## config.mk

```make
export PLATFORM = sky130hd
export DESIGN_NAME = slot_responder_flat
export DESIGN_NICKNAME = d
export VERILOG_FILES = /design/src/rtl/slot_responder_if.sv /design/src/rtl/slot_responder.sv /design/src/flat_wrapper.sv
export SDC_FILE = /design/constraint.sdc
export NUM_CORES = 2
export LEC_CHECK = 0
export BUFFER_PORTS_ARGS = -buffer_cell sky130_fd_sc_hd__buf_4
export CAP_MARGIN = 10
export CORE_ASPECT_RATIO = 0.6
export CORE_MARGIN = 5
export CORE_UTILIZATION = 45
export CTS_CLUSTER_DIAMETER = 150
export CTS_CLUSTER_SIZE = 8
export DETAILED_ROUTE_END_ITERATION = 10
export GPL_ROUTABILITY_DRIVEN = 0
export GPL_TIMING_DRIVEN = 0
export PLACE_DENSITY = 0.63
export SLEW_MARGIN = 20
export SYNTH_ARGS = -nofsm -noshare
export SYNTH_HDL_FRONTEND = slang
export SYNTH_SLANG_ARGS = --single-unit
```

## constraint.sdc

```tcl
create_clock -name sys_clk_clk_p -period 5.1 [get_ports sys_clk_clk_p]
set_input_delay 1.02 -clock sys_clk_clk_p [delete_from_list [all_inputs] [get_ports sys_clk_clk_p]]
set_output_delay 1.02 -clock sys_clk_clk_p [all_outputs]
set_load 0.02 [all_outputs]
```

## src/rtl/slot_responder_if.sv

```systemverilog
`default_nettype none
// slot_responder_if: AXI4-Lite channel bundle (64-bit data) between a requester and the slot responder.
// rev 1.0
interface slot_responder_if;
  logic [63:0] SLOT_awaddr;
  logic [2:0]  SLOT_awprot;
  logic        SLOT_awvalid;
  logic        SLOT_awready;
  logic [63:0] SLOT_wdata;
  logic [7:0]  SLOT_wstrb;
  logic        SLOT_wvalid;
  logic        SLOT_wready;
  logic [1:0]  SLOT_bresp;
  logic        SLOT_bvalid;
  logic        SLOT_bready;
  logic [63:0] SLOT_araddr;
  logic [2:0]  SLOT_arprot;
  logic        SLOT_arvalid;
  logic        SLOT_arready;
  logic [63:0] SLOT_rdata;
  logic [1:0]  SLOT_rresp;
  logic        SLOT_rvalid;
  logic        SLOT_rready;

  modport master (
    output SLOT_awaddr, SLOT_awprot, SLOT_awvalid, SLOT_wdata, SLOT_wstrb, SLOT_wvalid,
           SLOT_bready, SLOT_araddr, SLOT_arprot, SLOT_arvalid, SLOT_rready,
    input  SLOT_awready, SLOT_wready, SLOT_bresp, SLOT_bvalid, SLOT_arready,
           SLOT_rdata, SLOT_rresp, SLOT_rvalid
  );

  modport slave (
    input  SLOT_awaddr, SLOT_awprot, SLOT_awvalid, SLOT_wdata, SLOT_wstrb, SLOT_wvalid,
           SLOT_bready, SLOT_araddr, SLOT_arprot, SLOT_arvalid, SLOT_rready,
    output SLOT_awready, SLOT_wready, SLOT_bresp, SLOT_bvalid, SLOT_arready,
           SLOT_rdata, SLOT_rresp, SLOT_rvalid
  );
endinterface
`default_nettype wire

```

## src/rtl/slot_responder.sv

```systemverilog
`default_nettype none
// slot_responder: AXI4-Lite slave holding DEPTH byte-writable 64-bit words, independent read/write FSMs.
// rev 1.0
module slot_responder #(
  parameter logic [63:0] BASE_ADDR = 64'h0,
  parameter int          DEPTH     = 16
) (
  input  wire               sys_clk_clk_p,
  input  wire               sys_rst_n,
  slot_responder_if.slave   slot,
  output logic [15:0]       err_count
);
  localparam int          IDX_W = (DEPTH > 1) ? $clog2(DEPTH) : 1;
  localparam logic [63:0] SPAN  = 64'(DEPTH) * 64'd8;
  localparam logic [1:0]  OKAY  = 2'b00;
  localparam logic [1:0]  SLVERR = 2'b10;

  typedef enum logic [1:0] {W_IDLE, W_HAVE_AW, W_HAVE_W, W_RESP} wstate_e;
  typedef enum logic [0:0] {R_IDLE, R_RESP} rstate_e;

  wstate_e     w_state_q, w_state_d;
  rstate_e     r_state_q, r_state_d;
  logic        awready_q, awready_d, wready_q, wready_d, bvalid_q, bvalid_d;
  logic [1:0]  bresp_q, bresp_d, rresp_q, rresp_d;
  logic [63:0] awaddr_q, awaddr_d, wdata_q, wdata_d, rdata_q, rdata_d;
  logic [7:0]  wstrb_q, wstrb_d;
  logic        arready_q, arready_d, rvalid_q, rvalid_d;
  logic [15:0] err_q, err_d;
  logic [63:0] mem_q [DEPTH];

  logic        aw_hs, w_hs, ar_hs, w_done, w_in, r_in, b_err, r_err;
  logic [63:0] w_addr, w_data, w_off, r_off;
  logic [7:0]  w_strb;
  logic [16:0] err_sum;
  logic        unused_ok;

  assign aw_hs = slot.SLOT_awvalid && awready_q;
  assign w_hs  = slot.SLOT_wvalid  && wready_q;
  assign ar_hs = slot.SLOT_arvalid && arready_q;

  // The write commits from whichever channel arrived earlier (latched) or now (live).
  assign w_addr = (w_state_q == W_HAVE_AW) ? awaddr_q : slot.SLOT_awaddr;
  assign w_data = (w_state_q == W_HAVE_W)  ? wdata_q  : slot.SLOT_wdata;
  assign w_strb = (w_state_q == W_HAVE_W)  ? wstrb_q  : slot.SLOT_wstrb;
  assign w_off  = w_addr - BASE_ADDR;
  assign r_off  = slot.SLOT_araddr - BASE_ADDR;
  assign w_in   = (w_addr >= BASE_ADDR) && (w_off < SPAN);
  assign r_in   = (slot.SLOT_araddr >= BASE_ADDR) && (r_off < SPAN);
  assign unused_ok = ^{slot.SLOT_awprot, slot.SLOT_arprot, w_off[2:0], r_off[2:0]};

  always_comb begin
    w_state_d = w_state_q;
    awaddr_d  = awaddr_q;
    wdata_d   = wdata_q;
    wstrb_d   = wstrb_q;
    bvalid_d  = bvalid_q;
    bresp_d   = bresp_q;
    w_done    = 1'b0;
    case (w_state_q)
      W_IDLE: begin
        if (aw_hs && w_hs) begin
          w_done = 1'b1;
        end else if (aw_hs) begin
          w_state_d = W_HAVE_AW;
          awaddr_d  = slot.SLOT_awaddr;
        end else if (w_hs) begin
          w_state_d = W_HAVE_W;
          wdata_d   = slot.SLOT_wdata;
          wstrb_d   = slot.SLOT_wstrb;
        end
      end
      W_HAVE_AW: w_done = w_hs;
      W_HAVE_W:  w_done = aw_hs;
      default: begin
        if (bvalid_q && slot.SLOT_bready) begin
          w_state_d = W_IDLE;
          bvalid_d  = 1'b0;
        end
      end
    endcase
    if (w_done) begin
      w_state_d = W_RESP;
      bvalid_d  = 1'b1;
      bresp_d   = w_in ? OKAY : SLVERR;
    end
    awready_d = (w_state_d == W_IDLE) || (w_state_d == W_HAVE_W);
    wready_d  = (w_state_d == W_IDLE) || (w_state_d == W_HAVE_AW);
  end

  always_comb begin
    r_state_d = r_state_q;
    rvalid_d  = rvalid_q;
    rdata_d   = rdata_q;
    rresp_d   = rresp_q;
    if (r_state_q == R_IDLE) begin
      if (ar_hs) begin
        r_state_d = R_RESP;
        rvalid_d  = 1'b1;
        rresp_d   = r_in ? OKAY : SLVERR;
        rdata_d   = r_in ? mem_q[r_off[IDX_W+2:3]] : 64'h0;
      end
    end else if (rvalid_q && slot.SLOT_rready) begin
      r_state_d = R_IDLE;
      rvalid_d  = 1'b0;
    end
    arready_d = (r_state_d == R_IDLE);
  end

  assign b_err   = w_done && !w_in;
  assign r_err   = (r_state_q == R_IDLE) && ar_hs && !r_in;
  assign err_sum = {1'b0, err_q} + 17'(b_err) + 17'(r_err);
  assign err_d   = err_sum[16] ? 16'hFFFF : err_sum[15:0];

  always_ff @(posedge sys_clk_clk_p) begin
    if (!sys_rst_n) begin
      w_state_q <= W_IDLE;
      r_state_q <= R_IDLE;
      awready_q <= 1'b0;
      wready_q  <= 1'b0;
      arready_q <= 1'b0;
      bvalid_q  <= 1'b0;
      rvalid_q  <= 1'b0;
      bresp_q   <= 2'b00;
      rresp_q   <= 2'b00;
      awaddr_q  <= 64'h0;
      wdata_q   <= 64'h0;
      wstrb_q   <= 8'h0;
      rdata_q   <= 64'h0;
      err_q     <= 16'h0;
      for (int i = 0; i < DEPTH; i++) mem_q[i] <= 64'h0;
    end else begin
      w_state_q <= w_state_d;
      r_state_q <= r_state_d;
      awready_q <= awready_d;
      wready_q  <= wready_d;
      arready_q <= arready_d;
      bvalid_q  <= bvalid_d;
      rvalid_q  <= rvalid_d;
      bresp_q   <= bresp_d;
      rresp_q   <= rresp_d;
      awaddr_q  <= awaddr_d;
      wdata_q   <= wdata_d;
      wstrb_q   <= wstrb_d;
      rdata_q   <= rdata_d;
      err_q     <= err_d;
      // Non-blocking update gives read-before-write when AR samples the same word this edge.
      if (w_done && w_in) begin
        for (int b = 0; b < 8; b++) begin
          if (w_strb[b]) mem_q[w_off[IDX_W+2:3]][8*b +: 8] <= w_data[8*b +: 8];
        end
      end
    end
  end

  assign slot.SLOT_awready = awready_q;
  assign slot.SLOT_wready  = wready_q;
  assign slot.SLOT_bvalid  = bvalid_q;
  assign slot.SLOT_bresp   = bresp_q;
  assign slot.SLOT_arready = arready_q;
  assign slot.SLOT_rvalid  = rvalid_q;
  assign slot.SLOT_rresp   = rresp_q;
  assign slot.SLOT_rdata   = rdata_q;
  assign err_count         = err_q;
endmodule
`default_nettype wire

```

## src/flat_wrapper.sv

```systemverilog
// flat-port wrapper written by rule: the top's interface ports become plain ports
module slot_responder_flat 
#(
  parameter logic [63:0] BASE_ADDR = 64'h0,
  parameter int          DEPTH     = 16
)
  (sys_clk_clk_p, sys_rst_n, err_count, slot_SLOT_awaddr, slot_SLOT_awprot, slot_SLOT_awvalid, slot_SLOT_wdata, slot_SLOT_wstrb, slot_SLOT_wvalid, slot_SLOT_bready, slot_SLOT_araddr, slot_SLOT_arprot, slot_SLOT_arvalid, slot_SLOT_rready, slot_SLOT_awready, slot_SLOT_wready, slot_SLOT_bresp, slot_SLOT_bvalid, slot_SLOT_arready, slot_SLOT_rdata, slot_SLOT_rresp, slot_SLOT_rvalid);
  slot_responder_if slot_i ();
  input  wire sys_clk_clk_p;
  input  wire sys_rst_n;
  output logic [15:0] err_count;
  input wire logic [$bits(slot_i.SLOT_awaddr)-1:0] slot_SLOT_awaddr;
  input wire logic [$bits(slot_i.SLOT_awprot)-1:0] slot_SLOT_awprot;
  input wire logic [$bits(slot_i.SLOT_awvalid)-1:0] slot_SLOT_awvalid;
  input wire logic [$bits(slot_i.SLOT_wdata)-1:0] slot_SLOT_wdata;
  input wire logic [$bits(slot_i.SLOT_wstrb)-1:0] slot_SLOT_wstrb;
  input wire logic [$bits(slot_i.SLOT_wvalid)-1:0] slot_SLOT_wvalid;
  input wire logic [$bits(slot_i.SLOT_bready)-1:0] slot_SLOT_bready;
  input wire logic [$bits(slot_i.SLOT_araddr)-1:0] slot_SLOT_araddr;
  input wire logic [$bits(slot_i.SLOT_arprot)-1:0] slot_SLOT_arprot;
  input wire logic [$bits(slot_i.SLOT_arvalid)-1:0] slot_SLOT_arvalid;
  input wire logic [$bits(slot_i.SLOT_rready)-1:0] slot_SLOT_rready;
  output wire logic [$bits(slot_i.SLOT_awready)-1:0] slot_SLOT_awready;
  output wire logic [$bits(slot_i.SLOT_wready)-1:0] slot_SLOT_wready;
  output wire logic [$bits(slot_i.SLOT_bresp)-1:0] slot_SLOT_bresp;
  output wire logic [$bits(slot_i.SLOT_bvalid)-1:0] slot_SLOT_bvalid;
  output wire logic [$bits(slot_i.SLOT_arready)-1:0] slot_SLOT_arready;
  output wire logic [$bits(slot_i.SLOT_rdata)-1:0] slot_SLOT_rdata;
  output wire logic [$bits(slot_i.SLOT_rresp)-1:0] slot_SLOT_rresp;
  output wire logic [$bits(slot_i.SLOT_rvalid)-1:0] slot_SLOT_rvalid;
  assign slot_i.SLOT_awaddr = slot_SLOT_awaddr;
  assign slot_i.SLOT_awprot = slot_SLOT_awprot;
  assign slot_i.SLOT_awvalid = slot_SLOT_awvalid;
  assign slot_i.SLOT_wdata = slot_SLOT_wdata;
  assign slot_i.SLOT_wstrb = slot_SLOT_wstrb;
  assign slot_i.SLOT_wvalid = slot_SLOT_wvalid;
  assign slot_i.SLOT_bready = slot_SLOT_bready;
  assign slot_i.SLOT_araddr = slot_SLOT_araddr;
  assign slot_i.SLOT_arprot = slot_SLOT_arprot;
  assign slot_i.SLOT_arvalid = slot_SLOT_arvalid;
  assign slot_i.SLOT_rready = slot_SLOT_rready;
  assign slot_SLOT_awready = slot_i.SLOT_awready;
  assign slot_SLOT_wready = slot_i.SLOT_wready;
  assign slot_SLOT_bresp = slot_i.SLOT_bresp;
  assign slot_SLOT_bvalid = slot_i.SLOT_bvalid;
  assign slot_SLOT_arready = slot_i.SLOT_arready;
  assign slot_SLOT_rdata = slot_i.SLOT_rdata;
  assign slot_SLOT_rresp = slot_i.SLOT_rresp;
  assign slot_SLOT_rvalid = slot_i.SLOT_rvalid;
  slot_responder #(.BASE_ADDR(BASE_ADDR), .DEPTH(DEPTH)) u_core (.sys_clk_clk_p(sys_clk_clk_p), .sys_rst_n(sys_rst_n), .slot(slot_i), .err_count(err_count));
endmodule
```

==> results.md <==
- Port bufs: 284
- Routed vias: 40740
- Synth Area in XOR/XNOR: 0.1553%
- FP Rows: 100
- Hold Path Stages: 2
- Clk_skew: 32.67 ps
- CORE AREA: 124200 sq um
- CP Max Fanout: 10
- Most frequent cell after synthesis: edfxtp_1
- Worst slack, placed: -601.2 ps
- Number of synthesized flops with an enable pin: about 1000
- Outcome: finished clean
- Yosys warns: 0
- Routed len/inst: roughly 31 microns
- Crit path DAT: 5470 ps
- Register bit total from synthesis: about 1200
- WL final: a little over 200 mm
- H-tree depth: 4
- Detailed Routing Iterations Pass 1: 9
- Post-synth ARST share: 0%
- Post-Route Utilization: 53.78%
- Clock sink count: ~1200
- Synthesized instance count: 4174
- Resized cells post-CTS: 0
- CTS Root Cell: clkbuf_16
- Post-CTS setup-driven buffer insertion count: 0
- Largest net degree at the start of global routing: 17
- Global route overflow: 0
- Chip height: 284.2 microns
- Compound-cell area share of the yosys netlist: under 10%
- Largest area contributor in the netlist: edfxtp_1
- Max Clock Freq: 0.2070 GHz
- Post-Synth Simple-Gate Area: a little over an eighth
- Layout area overhead: 18.48%
- Yosys cell types: 56
- Cts hold-fix bufs: 0
- DRT iter0 DRCs: 6644
- Ranking of synthesized cells by area: edfxtp_1, mux4_2, dfxtp_1, nor2_1, nor2_2
- Top-area cell type share of the netlist area: between 50 and 60%
- Post-Synth Adder-Cell Area: less than 1%
- Max clock buf depth: 3
- Period minus WS final: 4830 ps
- First-pass GRT wire length: 288.2 mm
- Worst-Margin Slew: around 1500 ps
- Top cells by count, synth: edfxtp_1, nor2_1, nand2_1
- Vias per inst: 6.211
- HP Class: flip-flop to flip-flop
- Crit path kind: flip-flop to flip-flop
- CP Capture Type: flip-flop
- TritonCTS Buffers: 173
- Max Slew Vio Count: 0
- Worst reg-to-reg path cell count: 17
- Syn Std Cell Area: 56400 sq um
- Clk Latency, worst-skew pair: between 700 and 800 ps
- PwrDens: 368.3 nW/um^2
- Share of cells above drive strength 1: 28.48%
- Reg clk slew, reported paths: 50 ps
- Initial Util: about 45%
- RSZ-0062 raised after global routing: false
- Post-synthesis sequential area ratio: between 60 and 70%
- Die area: 132700 sq um
- Largest family of logic cells by synthesized area: simple AND/OR/NAND/NOR gates
- HPWL after detailed placement: 147.5 mm
- CP required: roughly 5700 ps
- Setup ws final: between 200 and 300 ps
- Layout Nets: 4947
- VDD IR-drop max: approximately 0.40 mV
- Antenna violations before repair: 8
- Setup Viol. Count Final: 0
- IO Pins: 302
- Final hold vios: 0
- DIE WIDTH: 467.0 microns
- Cell Count Post-Placement: slightly above 6000
- Crit share post-route: 94.72%
- Finished Layout Cells: 6560
- Slew HR: ~1.6%
- Mapped Avg Cell Area: between 10 and 15 sq um
- Overall global routing resource usage: 30.53%
- Routed Antenna Nets: 0
- CP Launch Type: flip-flop
- Max Cap Viol: 0
- Remaining DRCs: 0
- Commonest register cell after synthesis: edfxtp_1
- CTS tree: done
- Post-synthesis mux area share: 11.54%
- Vias in the first global route: 39100
- LEAKAGE: 22.37 nW
[layer usage]
| metal | vias to the layer above | GRT usage [%] | wire length, microns |
|---|---|---|---|
| met5 | - | 0.4690 | 332 |
| met4 | 17 | 10.84 | 8273 |
| met3 | 503 | 15.17 | 35530 |
| met2 | 3273 | 39.51 | 80440 |
| met1 | 20270 | 43.88 | 81560 |
| li1 | 16680 | - | - |
[power by group]
part	leakage (nW)	switching (mW)	internal (mW)
clock	2.42	4.47	6.60
combinational	7.56	1.44	0.661
sequential	12.4	0.116	11.3
[state kept, by name, indices dropped and copies added, names as in the netlist]
signal and flops:
u_core.awaddr_q 61, u_core.slot.SLOT_arready 1, u_core.slot.SLOT_rvalid 1, u_core.r_state_q 1, u_core.err_count 16, u_core.wstrb_q 8
u_core.slot.SLOT_bresp 1, u_core.slot.SLOT_rresp 1, u_core.slot.SLOT_wready 1, u_core.wdata_q 64, u_core.slot.SLOT_awready 1, u_core.slot.SLOT_rdata 64
u_core.slot.SLOT_bvalid 1, u_core.w_state_q 2, u_core.mem_q 1024
[through the flow]
step	hold slack [ps]	instance area [sq um]	power (mW)	setup TNS, ps
finish	451.6	66820	24.61	0
global route	465.8	66800	25.18	0
floorplan	430.8	56400	12.66	0
global placement	440.5	60640	13.53	-150490
detailed placement	446.0	61640	13.64	-7023
CTS	452.8	66730	24.52	0
[worst max-delay path, stage by stage (launching register included)]
cell	delay, ps
dfxtp_1	320
buf_6	140
nor2b_4	250
nand4_1	140
o22ai_2	680
buf_4	350
buf_4	260
buf_2	590
inv_1	70
o21ai_0	340
fa_1	270
inv_1	50
ha_1	230
nand3_1	150
nor2_1	100
nand3_1	160
clkbuf_1	400
a21oi_1	130
[cell type report]
class / instances / area (sq um)
Fill cell: 10450 / 57420
Sequential cell: 1247 / 35210
Multi-Input combinational cell: 2505 / 18940
Clock buffer: 306 / 5041
Timing Repair Buffer: 383 / 3040
Buffer: 404 / 2332
Tap cell: 1683 / 2106
Inverter: 18 / 67.56
Clock inverter: 4 / 50.05
Antenna cell: 10 / 25.02
[cells by family (layout without fill, tap and decap cells)]
| family | count (synthesis) | after routing |
|---|---|---|
| simple gates | 1588 | 1588 |
| flops | 1247 | 1247 |
| compound gates | 573 | 573 |
| buf+inv | 423 | 1115 |
| mux | 330 | 330 |
| xor+xnor | 10 | 10 |
| fa+ha+maj | 2 | 2 |
| other cells | 1 | 12 |
[final timing paths]
kind                                                       from                               to  slack (ps)
worst max register to register   u_core.w_state_q[1]$_SDFF_PN0_   u_core.err_count[7]$_SDFF_PN0_         270
worst min register to register  u_core.wdata_q[53]$_SDFFE_PN0P_  u_core.wdata_q[53]$_SDFFE_PN0P_         450
worst max-delay path             u_core.w_state_q[1]$_SDFF_PN0_   u_core.err_count[7]$_SDFF_PN0_         270
worst min-delay path            u_core.wdata_q[53]$_SDFFE_PN0P_  u_core.wdata_q[53]$_SDFFE_PN0P_         450
[cells in the final DEF (no fill, tap or decap), types with 128 or more instances in the layout]
master / count
nor2_2: 286
a21oi_1: 153
clkbuf_16: 183
a22oi_1: 128
nor2_1: 698
mux4_2: 256
clkbuf_1: 310
nand2_1: 345
edfxtp_1: 1024
dfxtp_1: 223
buf_4: 380
(Power assumes the default switching activity.)
